<file path="config.mk">
export PLATFORM = sky130hd
export DESIGN_NAME = mem_arbiter
export DESIGN_NICKNAME = d
export VERILOG_FILES = /design/src/rtl/mem_arbiter.sv
export SDC_FILE = /design/constraint.sdc
export NUM_CORES = 1
export LEC_CHECK = 0
export BUFFER_PORTS_ARGS = -buffer_cell sky130_fd_sc_hd__buf_2
export CAP_MARGIN = 40
export CORE_MARGIN = 2
export CORE_UTILIZATION = 58
export CTS_BUF_LIST = sky130_fd_sc_hd__clkbuf_4 sky130_fd_sc_hd__clkbuf_8
export CTS_CLUSTER_SIZE = 25
export DETAILED_ROUTE_END_ITERATION = 8
export GPL_TIMING_DRIVEN = 0
export PLACE_DENSITY_LB_ADDON = 0.08
export SYNTH_ARGS = -nofsm -noshare
export SYNTH_HDL_FRONTEND = slang
export SYNTH_SLANG_ARGS = --single-unit
</file>
<file path="constraint.sdc">
create_clock -name clk -period 8.1 [get_ports clk]
set_clock_uncertainty 0.1 [all_clocks]
set_input_delay 1.215 -clock clk [delete_from_list [all_inputs] [get_ports clk]]
set_output_delay 1.215 -clock clk [all_outputs]
set_load 0.005 [all_outputs]
</file>
<file path="src/rtl/mem_arbiter.sv">
// Two-port arbiter onto one pulse-request memory: read grant 1 cycle after capture, completion 1 cycle after mem_rd_valid.
// One pending request per port, excess pulses are dropped and flagged; MEM_ARB_TIMEOUT_EN adds a read-wait timeout.
module mem_arbiter #(
  parameter int ADDR_W      = 16,
  parameter int DATA_W      = 32,
  parameter int RR          = 1,
  parameter int TIMEOUT_CYC = 255
) (
  input  logic              clk,
  input  logic              rst_n,
  input  logic              c_rd_en,
  input  logic              c_wr_en,
  input  logic [ADDR_W-1:0] c_addr,
  input  logic [DATA_W-1:0] c_wr_data,
  output logic [DATA_W-1:0] c_rd_data,
  output logic              c_rd_valid,
  input  logic              d_rd_en,
  input  logic              d_wr_en,
  input  logic [ADDR_W-1:0] d_addr,
  input  logic [DATA_W-1:0] d_wr_data,
  output logic [DATA_W-1:0] d_rd_data,
  output logic              d_rd_valid,
  output logic              mem_rd_en,
  output logic              mem_wr_en,
  output logic [ADDR_W-1:0] mem_addr,
  output logic [DATA_W-1:0] mem_wr_data,
  input  logic [DATA_W-1:0] mem_rd_data,
  input  logic              mem_rd_valid,
  output logic [1:0]        overflow,
  output logic              busy
`ifdef MEM_ARB_TIMEOUT_EN
  ,
  output logic              timeout_err
`endif
);

  typedef enum logic {IDLE, RD_WAIT} state_t;

  typedef struct packed {
    logic              wr;
    logic [ADDR_W-1:0] addr;
    logic [DATA_W-1:0] data;
  } req_t;

  state_t            state;
  logic [1:0]        pend;
  req_t              req_q [2];
  req_t              new_req [2];
  logic              last_grant;   // 0 = C, 1 = D
  logic              owner;
  logic [1:0]        req_in;
  logic [1:0]        both_in;
  logic              grant_vld;
  logic              gsel;
  logic [1:0]        grant_oh;
  req_t              gnt;
  logic              rd_done;
  logic [DATA_W-1:0] rd_done_dat;

`ifdef MEM_ARB_TIMEOUT_EN
  localparam int CNT_W = ($clog2(TIMEOUT_CYC + 1) > 8) ? $clog2(TIMEOUT_CYC + 1) : 8;
  localparam logic [CNT_W-1:0] TO_LAST = CNT_W'(TIMEOUT_CYC - 1);
  logic [CNT_W-1:0] cnt;
`endif

  always_comb begin
    req_in     = {d_rd_en | d_wr_en, c_rd_en | c_wr_en};
    both_in    = {d_rd_en & d_wr_en, c_rd_en & c_wr_en};
    new_req[0] = '{wr: c_wr_en, addr: c_addr, data: c_wr_data};
    new_req[1] = '{wr: d_wr_en, addr: d_addr, data: d_wr_data};
    grant_vld  = (state == IDLE) && (pend != 2'b00);
    // On a tie round-robin hands the grant to whoever did not win last time.
    if (pend == 2'b11) gsel = (RR != 0) ? ~last_grant : 1'b0;
    else               gsel = pend[1];
    grant_oh    = grant_vld ? (gsel ? 2'b10 : 2'b01) : 2'b00;
    gnt         = req_q[gsel];
    rd_done     = (state == RD_WAIT) && mem_rd_valid;
    rd_done_dat = mem_rd_data;
`ifdef MEM_ARB_TIMEOUT_EN
    if ((state == RD_WAIT) && !mem_rd_valid && (cnt == TO_LAST)) begin
      rd_done     = 1'b1;
      rd_done_dat = DATA_W'(32'hDEADBEEF);
    end
`endif
  end

  always_ff @(posedge clk) begin
    if (!rst_n) begin
      state       <= IDLE;
      pend        <= 2'b00;
      req_q[0]    <= '0;
      req_q[1]    <= '0;
      last_grant  <= 1'b1;
      owner       <= 1'b0;
      mem_rd_en   <= 1'b0;
      mem_wr_en   <= 1'b0;
      mem_addr    <= '0;
      mem_wr_data <= '0;
      c_rd_data   <= '0;
      c_rd_valid  <= 1'b0;
      d_rd_data   <= '0;
      d_rd_valid  <= 1'b0;
      overflow    <= 2'b00;
      busy        <= 1'b0;
`ifdef MEM_ARB_TIMEOUT_EN
      cnt         <= '0;
      timeout_err <= 1'b0;
`endif
    end else begin
      mem_rd_en  <= 1'b0;
      mem_wr_en  <= 1'b0;
      c_rd_valid <= 1'b0;
      d_rd_valid <= 1'b0;

      case (state)
        IDLE: begin
          if (grant_vld) begin
            last_grant  <= gsel;
            pend[gsel]  <= 1'b0;
            mem_addr    <= gnt.addr;
            if (gnt.wr) begin
              mem_wr_en   <= 1'b1;
              mem_wr_data <= gnt.data;
            end else begin
              mem_rd_en <= 1'b1;
              owner     <= gsel;
              busy      <= 1'b1;
              state     <= RD_WAIT;
`ifdef MEM_ARB_TIMEOUT_EN
              cnt       <= '0;
`endif
            end
          end
        end
        RD_WAIT: begin
          if (rd_done) begin
            if (owner) begin
              d_rd_valid <= 1'b1;
              d_rd_data  <= rd_done_dat;
            end else begin
              c_rd_valid <= 1'b1;
              c_rd_data  <= rd_done_dat;
            end
            busy  <= 1'b0;
            state <= IDLE;
`ifdef MEM_ARB_TIMEOUT_EN
            if (!mem_rd_valid) timeout_err <= 1'b1;
          end else begin
            cnt <= cnt + CNT_W'(1);
`endif
          end
        end
        default: state <= IDLE;
      endcase

      // Capture runs after the grant so a buffer freed this edge can be refilled this edge.
      for (int p = 0; p < 2; p++) begin
        if (req_in[p]) begin
          if (!pend[p] || grant_oh[p]) begin
            pend[p]  <= 1'b1;
            req_q[p] <= new_req[p];
          end else begin
            overflow[p] <= 1'b1;
          end
          if (both_in[p]) overflow[p] <= 1'b1;
        end
      end
    end
  end

endmodule

</file>
==> flow_summary.json, run 1 <==
{
  "status": "finished, final reports clean",
  "timing_hold_violations_final": 0,
  "drt-initial-drc-count": 433,
  "slew_headroom_pct": 41.8,
  "synth-seq-cells": 222,
  "drcViolationCount": 0,
  "track_usage_pct": 26.9,
  "io_buffers": 252,
  "synth_seq_area_share_pct": 62.6,
  "critical_path.top_delay_family": "buffers and inverters",
  "avgViaCountPerCell": 5.44,
  "syn_inst": 770,
  "top_layer": "met4",
  "finalCritPeriodShare_pct": 42.7,
  "crit_start": "rst_n",
  "layout-drive-gt1-share_pct": 31.4,
  "numCtsBuffers": 37,
  "reg2reg_depth": 5,
  "syn_to_final_growth_pct": 26.2,
  "cp_max_fo": 31,
  "wire_per_inst_microns": 17.0,
  "worstMarginPinSlew_ps": 870,
  "drt-total-wl_microns": 21700,
  "postCtsSetupBuffers": 0,
  "path_class": "in2reg",
  "crit_chain": "clkbuf_1 > clkbuf_1 > clkbuf_1 > nand2_2 > buf_16",
  "gp_congestion": 0.770,
  "min-delay-start": "c_rd_data[16]",
  "holdCritPathClass": "reg2reg",
  "ys.flop_type": "dfxtp_1",
  "die_h_microns": 126,
  "whs_endpoint": "c_rd_data[16]",
  "setup_slack_ps": 4640,
  "cts_hold_buf": 0,
  "coreArea_sq_um": 14600,
  "route.met3.wl_microns": 1640,
  "place_ws_ps": 4150,
  "antenna_found_initial": 2,
  "htreeDepth": 2,
  "whs_path_depth": 2,
  "wl_met1_microns": 9180,
  "r2r_end": "req_q[0][6]",
  "root_buffer": "clkbuf_8",
  "fmax_mhz": 289,
  "p_per_area_nw_per_um2": 230,
  "grt_max_degree": 32,
  "dr.pass1.iters": 5,
  "cts.repair.resized": 0,
  "grt_pass1_vias": 6579,
  "yosysWarningCount": 0,
  "synthArstFlopShare_pct": 0,
  "cpPeakStageDelay_ps": 650,
  "rsz0062_at_grt": "no",
  "grt_overflow": 0,
  "synth_edf_count": 98,
  "synth_cell_types": 34,
  "antenna_left": 0,
  "die-area_sq_um": 15900,
  "required_ps": 8270,
  "drv_cap": 0,
  "netlist_area_sq_um": 8670,
  "multi_input_area_sq_um": 2920,
  "nFillCells": 1079,
  "worstSkewPairLatency_ps": 510,
  "path_depth": 5,
  "crit_path_frequent_cell": "clkbuf_1",
  "dieWidth_microns": 126,
  "clkSlewWorstSetupHoldPaths_ps": 60,
  "cp-end-kind": "register",
  "start_util_pct": 59.4,
  "dp_hpwl_microns": 15400,
  "io_pins": 254,
  "final_nets": 1199,
  "critPathLaunchType": "primary input",
  "arrival_ps": 3620,
  "clock-sinks": 222,
  "cts_tree": "built",
  "slew_viol_final": 0,
  "slowest_stage": "nand2_2",
  "vias": 6920,
  "grt_pass1_wl_microns": 33600,
  "synthesis.nets": 905,
  "vdd_ir_drop_max_v": 0.000161,
  "clockBufferDepth": 3,
  "finalSetupViolations": 0,
  "r2r_slack_ps": 5710,
  "leakagePower_nw": 4.95,
  "r2r-start": "pend[1]",
  "period_minus_slack_ps": 3460,
  "seq_area_sq_um": 5430,
  "num_rows": 44,
  "met2_length_microns": 10400,
  "critPathBufInv": 4,
  "fin_tns_setup_ps": 0,
  "synth.avg_cell_area_sq_um": 11.3
}
[cells in the final DEF (no fill, tap or decap), types with 9 or more instances in the layout]
cell	count
buf_2	263
nand2_1	134
dfxtp_1	124
and3_1	98
edfxtp_1	98
a21boi_0	65
o21ai_0	49
mux2i_1	48
clkbuf_1	42
clkbuf_8	38
o211ai_1	33
a21oi_1	18
clkbuf_4	10
clkinv_1	9
[tightest hold or removal path, delay by kind of cell (launching register included)]
kind | cells | cell delay [ps]
AOI/OAI and AO/OA | 1 | 60
DFF | 1 | 300
and+or+nand+nor | 1 | 40
[cells by family after synthesis]
family | Yosys count | synth area share [%]
buffers and inverters | 70 | 3.83
DFF | 222 | 62.6
and+or+nand+nor | 249 | 13.9
adders and majority gates | 2 | 0.231
muxes | 48 | 5.54
AOI/OAI and AO/OA | 179 | 13.9
[flip-flops by register name, summed over array words and instances (netlist names), 2 cells and up]
register / count
c_rd_data: 32
d_rd_data: 32
mem_addr: 16
mem_wr_data: 32
overflow: 2
pend: 2
req_q: 98
[metrics by stage]
step	total power, mW	utilization (%)	cells	cell area (sq um)	hold WS (ps)
3_5_place_dp	1.62	70.3	1209	10300	354
4_1_cts	2.53	74.9	1270	10900	361
5_1_grt	2.62	74.9	1271	10900	376
2_1_floorplan	1.48	-	770	8670	360
3_3_place_gp	1.61	69.6	1206	10200	347
6_report	2.52	75.0	1272	10900	358
[cells in the mapped netlist (2+ instances only)]
master    instances  share of area (%)
a21boi_0         65                5.6
a21oi_1          18                1.0
and2_1            3               0.22
and3_1           98                7.1
buf_2            11               0.64
buf_4             2               0.17
buf_6             5               0.65
clkbuf_1         42                1.8
clkbuf_2          8               0.46
dfxtp_1         124                 29
edfxtp_1         98                 34
inv_1             2              0.087
maj3_1            2               0.23
mux2i_1          48                5.5
nand2_1         135                5.8
nor2_1            6               0.26
nor2b_1           2               0.14
o211ai_1         33                2.9
o21a_1            2               0.17
o21ai_0          50                2.9
o31a_1            2               0.20
or2_2             2               0.14
[worst max path at each step]
stage          slack (ps)      endpoint
6_report             4640   req_q[0][6]
5_1_grt              4490   req_q[0][4]
4_1_cts              4670  req_q[0][48]
3_5_place_dp         4150   req_q[0][8]
3_3_place_gp          560   req_q[1][8]
2_1_floorplan        2730   req_q[1][0]
[cell type report]
class,count,area share [%]
tap,184,2.11
clock buffer,48,5.47
inverter,2,0.0686
clock inverter,13,0.721
multi-input combinational,478,26.7
antenna,2,0.0458
sequential,222,49.6
buffer,68,2.96
timing repair buffer,255,12.3
[where the power goes]
part           internal (mW)  switching (mW)  leakage [nW]
clock network          0.509           0.414         0.359
logic                  0.127           0.166          2.50
registers               1.27          0.0345          2.09
total                   1.91           0.615          4.95
[routing by layer]
layer  GRT usage [%]  vias up
met4            9.50        0
met2            44.1      272
met5               0        -
li1                -     3339
met3            5.52       36
met1            35.8     3273
Power figures use the tool's default switching activity.
==> inputs of run 2 (changes only) <==
- CORE_UTILIZATION: 58 -> 48
- clock period: 8.1 -> 2.9 ns (I/O delays scaled with it)
==> flow_summary.json, run 2 (same netlist as run 1, synthesis figures left out) <==
{
  "status": "finished, final reports clean",
  "drt-total-wl_microns": 21900,
  "drcViolationCount": 0,
  "top_layer": "met5",
  "grt_max_degree": 28,
  "io_pins": 254,
  "slowest_stage": "clkbuf_1",
  "multi_input_area_sq_um": 2920,
  "vdd_ir_drop_max_v": 0.000377,
  "finalCritPeriodShare_pct": 87.3,
  "grt_pass1_wl_microns": 34300,
  "gp_congestion": 0.790,
  "reg2reg_depth": 5,
  "grt_overflow": 0,
  "place_ws_ps": -160,
  "track_usage_pct": 22.3,
  "start_util_pct": 48.6,
  "rsz0062_at_grt": "no",
  "largest_reg_flops": 98,
  "cts_hold_buf": 0,
  "dp_hpwl_microns": 15800,
  "vias": 6735,
  "cpPeakStageDelay_ps": 550,
  "largest_register": "req_q",
  "arrival_ps": 2670,
  "timing_hold_violations_final": 0,
  "r2r_end": "req_q[0][32]",
  "wire_per_inst_microns": 16.6,
  "num_rows": 49,
  "die-area_sq_um": 19100,
  "p_per_area_nw_per_um2": 653,
  "required_ps": 3040,
  "postCtsSetupBuffers": 0,
  "final_cell_mix": "buf_2, nand2_1, dfxtp_1, and3_1, edfxtp_1",
  "clkSlewWorstSetupHoldPaths_ps": 60,
  "critPathLaunchType": "primary input",
  "period_minus_slack_ps": 2530,
  "dr.pass1.iters": 4,
  "cts.repair.resized": 0,
  "cts_tree": "built",
  "dieWidth_microns": 138,
  "r2r_slack_ps": 590,
  "worstMarginPinSlew_ps": 664,
  "antenna_found_initial": 3,
  "cp-end-kind": "register",
  "fmax_mhz": 395,
  "seq_area_sq_um": 5430,
  "slew_viol_final": 0,
  "worstSkewPairLatency_ps": 500,
  "met2_length_microns": 9930,
  "whs_path_depth": 3,
  "drt-initial-drc-count": 337,
  "numCtsBuffers": 37,
  "syn_to_final_growth_pct": 27.6,
  "fin_util_pct": 62.0,
  "leakagePower_nw": 4.99,
  "grt_pass1_vias": 6528,
  "final_common_cell": "buf_2",
  "crit_chain": "clkbuf_1 > clkbuf_1 > clkbuf_1 > nand2_2 > buf_12",
  "clock-sinks": 222,
  "slew_headroom_pct": 55.7,
  "layout-drive-gt1-share_pct": 31.8,
  "clockBufferDepth": 3,
  "io_buffers": 252,
  "nFillCells": 1572,
  "path_class": "in2reg",
  "wl_met1_microns": 9770,
  "setup_slack_ps": 368,
  "route.met3.wl_microns": 1620,
  "r2r-start": "pend[1]",
  "stdcell_area_sq_um": 11100,
  "htreeDepth": 2,
  "coreArea_sq_um": 17800,
  "die_h_microns": 138,
  "antenna_left": 0,
  "whs_endpoint": "c_rd_data[7]",
  "avgViaCountPerCell": 5.09,
  "holdCritPathClass": "in2reg",
  "cp_max_fo": 27,
  "crit_path_frequent_cell": "clkbuf_1",
  "min-delay-start": "mem_rd_data[7]",
  "finalSetupViolations": 0,
  "root_buffer": "clkbuf_8",
  "final_nets": 1200,
  "placed_area_sq_um": 10300,
  "drv_cap": 0
}
run 2: cell count changes in the layout (fill, tap and decap cells not counted), sizes merged:
cell / previous run / this run
buf: 273 / 274
clkbuf: 98 / 99
bufinv: 1 / 2
clkinv: 12 / 14
run 2: worst max path at each step:
stage               slack (ps)  startpoint  cells past startpoint      endpoint
floorplan                  150       rst_n                      4   req_q[0][0]
global placement         -1170       rst_n                      4  req_q[0][19]
detailed placement        -160       rst_n                      5  req_q[0][44]
CTS                        360       rst_n                      5  req_q[0][38]
global route               160       rst_n                      5  req_q[0][34]
finish                     370       rst_n                      5  req_q[0][32]
run 2: worst max-delay path, delay by kind of cell:
family / cells / cell delay [ps]
AND/OR/NAND/NOR: 1 / 550
buffers and inverters: 4 / 1640
run 2: metrics by stage:
| stage | hold slack [ps] | total power, mW | setup TNS, ps | cells |
|---|---|---|---|---|
| after floorplan | 360 | 4.14 | 0 | 770 |
| after global placement | 348 | 4.49 | -85610 | 1251 |
| after detailed placement | 353 | 4.52 | -4270 | 1255 |
| after CTS | 49.2 | 7.29 | 0 | 1320 |
| after global routing | 71.7 | 7.55 | 0 | 1321 |
| final | 83.8 | 7.22 | 0 | 1322 |
run 2: metal layers:
layer  vias to the layer above  track usage [%]
li1                       3348                -
met1                      3103             30.1
met2                       239             35.2
met3                        43             5.92
met4                         2             7.41
met5                         -                0
run 2: report_power, final:
| group | internal, mW | switching, mW | leakage, nW | total [mW] |
|---|---|---|---|---|
| registers | 3.54 | 0.0920 | 2.09 | 3.64 |
| logic | 0.353 | 0.464 | 2.50 | 0.817 |
| clock network | 1.58 | 1.19 | 0.396 | 2.77 |
run 2: cell type report:
type	instances	area share, %
Sequential cell	222	49.1
Timing Repair Buffer	256	12.1
Buffer	68	2.93
Clock buffer	49	5.65
Inverter	2	0.0679
Antenna cell	2	0.0453
Clock inverter	16	1.09
Tap cell	229	2.59
Multi-Input combinational cell	478	26.4
==> inputs of run 3 (changes only) <==
- ABC_AREA: default -> 1
- CORE_UTILIZATION: 48 -> 49
==> flow_summary.json, run 3 <==
{
  "ys.flop_type": "dfxtp_1",
  "r2r-start": "pend[0]",
  "synth_edf_count": 98,
  "critPathLaunchType": "primary input",
  "nFillCells": 1659,
  "p_per_area_nw_per_um2": 684,
  "synth_most_common_cell": "nor2_1",
  "yosys.area.top_type": "edfxtp_1",
  "synthesis.nets": 1201,
  "antenna_left": 0,
  "leakagePower_nw": 5.83,
  "cts_tree": "built",
  "grt_overflow": 0,
  "drcViolationCount": 0,
  "grt_pass1_wl_microns": 34800,
  "p_comb_share_pct": 14.7,
  "grt_max_degree": 31,
  "fin_tns_setup_ps": 0,
  "vdd_ir_drop_max_v": 0.000351,
  "slew_viol_final": 0,
  "slew_headroom_pct": 57.7,
  "root_buffer": "clkbuf_8",
  "io_buffers": 253,
  "netlist_area_sq_um": 8840,
  "route.met3.wl_microns": 1240,
  "place_ws_ps": 48.0,
  "drv_cap": 0,
  "dr.pass1.iters": 4,
  "timing_hold_violations_final": 0,
  "finalCritPeriodShare_pct": 78.5,
  "arrival_ps": 2430,
  "wl_met1_microns": 9740,
  "postCtsSetupBuffers": 0,
  "min-delay-start": "mem_rd_valid",
  "path_class": "in2reg",
  "final_cell_mix": "buf_2, nor2_1, nand2_1, inv_1, dfxtp_1",
  "top_layer": "met4",
  "final_cells": 1619,
  "yosysWarningCount": 0,
  "rsz0062_at_grt": "no",
  "synth_cell_types": 19,
  "io_pins": 254,
  "synth_seq_area_share_pct": 61.3,
  "wire_per_inst_microns": 13.4,
  "seq_area_sq_um": 5430,
  "avgViaCountPerCell": 4.56,
  "numCtsBuffers": 37,
  "grt_pass1_vias": 7000,
  "drt-total-wl_microns": 21700,
  "cts.repair.resized": 0,
  "setup_slack_ps": 625,
  "num_rows": 49,
  "final_common_cell": "buf_2",
  "synth.avg_cell_area_sq_um": 8.30,
  "crit_start": "rst_n",
  "yosys.area.top_type_share_pct": 33.3,
  "ys_top_cells_by_count": "nor2_1, nand2_1, inv_1",
  "required_ps": 3060,
  "cp_max_fo": 28,
  "layout-drive-gt1-share_pct": 25.3,
  "fin_util_pct": 62.8,
  "clockBufferDepth": 3,
  "clock-sinks": 222,
  "syn_inst": 1066,
  "synth_area_leaders": "edfxtp_1, dfxtp_1, nor2_1, nand2_1, inv_1",
  "finalSetupViolations": 0,
  "p_int_mw": 5.65,
  "pwr-share-clk_pct": 36.3,
  "r2r_slack_ps": 990,
  "met2_length_microns": 10200,
  "worstMarginPinSlew_ps": 633,
  "period_minus_slack_ps": 2280,
  "largest_reg_flops": 98,
  "die_h_microns": 138,
  "vias": 7376,
  "clkSlewWorstSetupHoldPaths_ps": 60,
  "drt-initial-drc-count": 387,
  "synth-seq-cells": 222,
  "final_nets": 1495,
  "die-area_sq_um": 19100,
  "swShare_pct": 26.3,
  "largest_register": "req_q",
  "cp-end-kind": "register",
  "holdCritPathClass": "in2reg",
  "p_switching_mw": 2.02,
  "seq_power_share_pct": 48.9,
  "worstSkewPairLatency_ps": 520,
  "syn_to_final_growth_pct": 26.7,
  "coreArea_sq_um": 17800,
  "dieWidth_microns": 138,
  "fmax_mhz": 440,
  "cts_hold_buf": 0,
  "status": "finished, final reports clean",
  "multi_input_area_sq_um": 2610,
  "track_usage_pct": 22.6,
  "start_util_pct": 49.6,
  "gp_congestion": 0.825,
  "antenna_found_initial": 3,
  "fin_hold_ws_ps": 35.8,
  "dp_hpwl_microns": 15400,
  "htreeDepth": 2,
  "place_inst": 1550,
  "synthArstFlopShare_pct": 0
}
-- run 3: path summary, 6_finish.rpt --
kind | endpoint | cells after the start
min reg2reg | d_rd_data[15] | 2
max | req_q[1][18] | 5
min | state | 2
max reg2reg | req_q[1][18] | 6
-- run 3: layer usage --
layer / up-vias / track usage [%]
met4: 0 / 9.13
met2: 224 / 37.3
met5: - / 0
met1: 3234 / 29.8
met3: 39 / 3.91
li1: 3879 / -
-- run 3: per-stage QoR --
stage / area [sq um] / total power, mW
6_report: 11200 / 7.67
5_1_grt: 11200 / 8.07
4_1_cts: 11200 / 7.74
3_5_place_dp: 10400 / 4.96
3_3_place_gp: 10400 / 4.93
2_1_floorplan: 8840 / 4.47
-- run 3: cell type report --
cell class | instances | area share (%)
repair buffers | 255 | 11.7
flip-flops and latches | 222 | 48.4
clock buffers | 62 | 6.55
inverters | 144 | 4.82
diodes | 3 | 0.0670
well taps | 229 | 2.56
clock inverters | 4 | 0.212
multi-input cells | 641 | 23.3
plain buffers | 59 | 2.48
-- run 3: logic make-up after synthesis --
kind of cell,after synthesis,share of synthesized area (%)
AND/OR/NAND/NOR,535,23.4
flip-flops,222,61.3
AO/OA/AOI/OAI,106,6.04
buffers and inverters,203,9.25
-- run 3: power by group through the flow --
stage	Sequential (mW)	Combinational (mW)	Clock, mW
6_report	3.75	1.13	2.79
5_1_grt	3.79	1.29	2.99
4_1_cts	3.75	1.14	2.84
3_5_place_dp	3.82	1.14	0
3_3_place_gp	3.82	1.11	0
2_1_floorplan	3.82	0.650	0
-- run 3: worst max-delay path, cell delays in order --
cell,delay (ps)
buf_2,160
clkbuf_1,490
clkbuf_1,480
nand2_2,510
buf_12,340
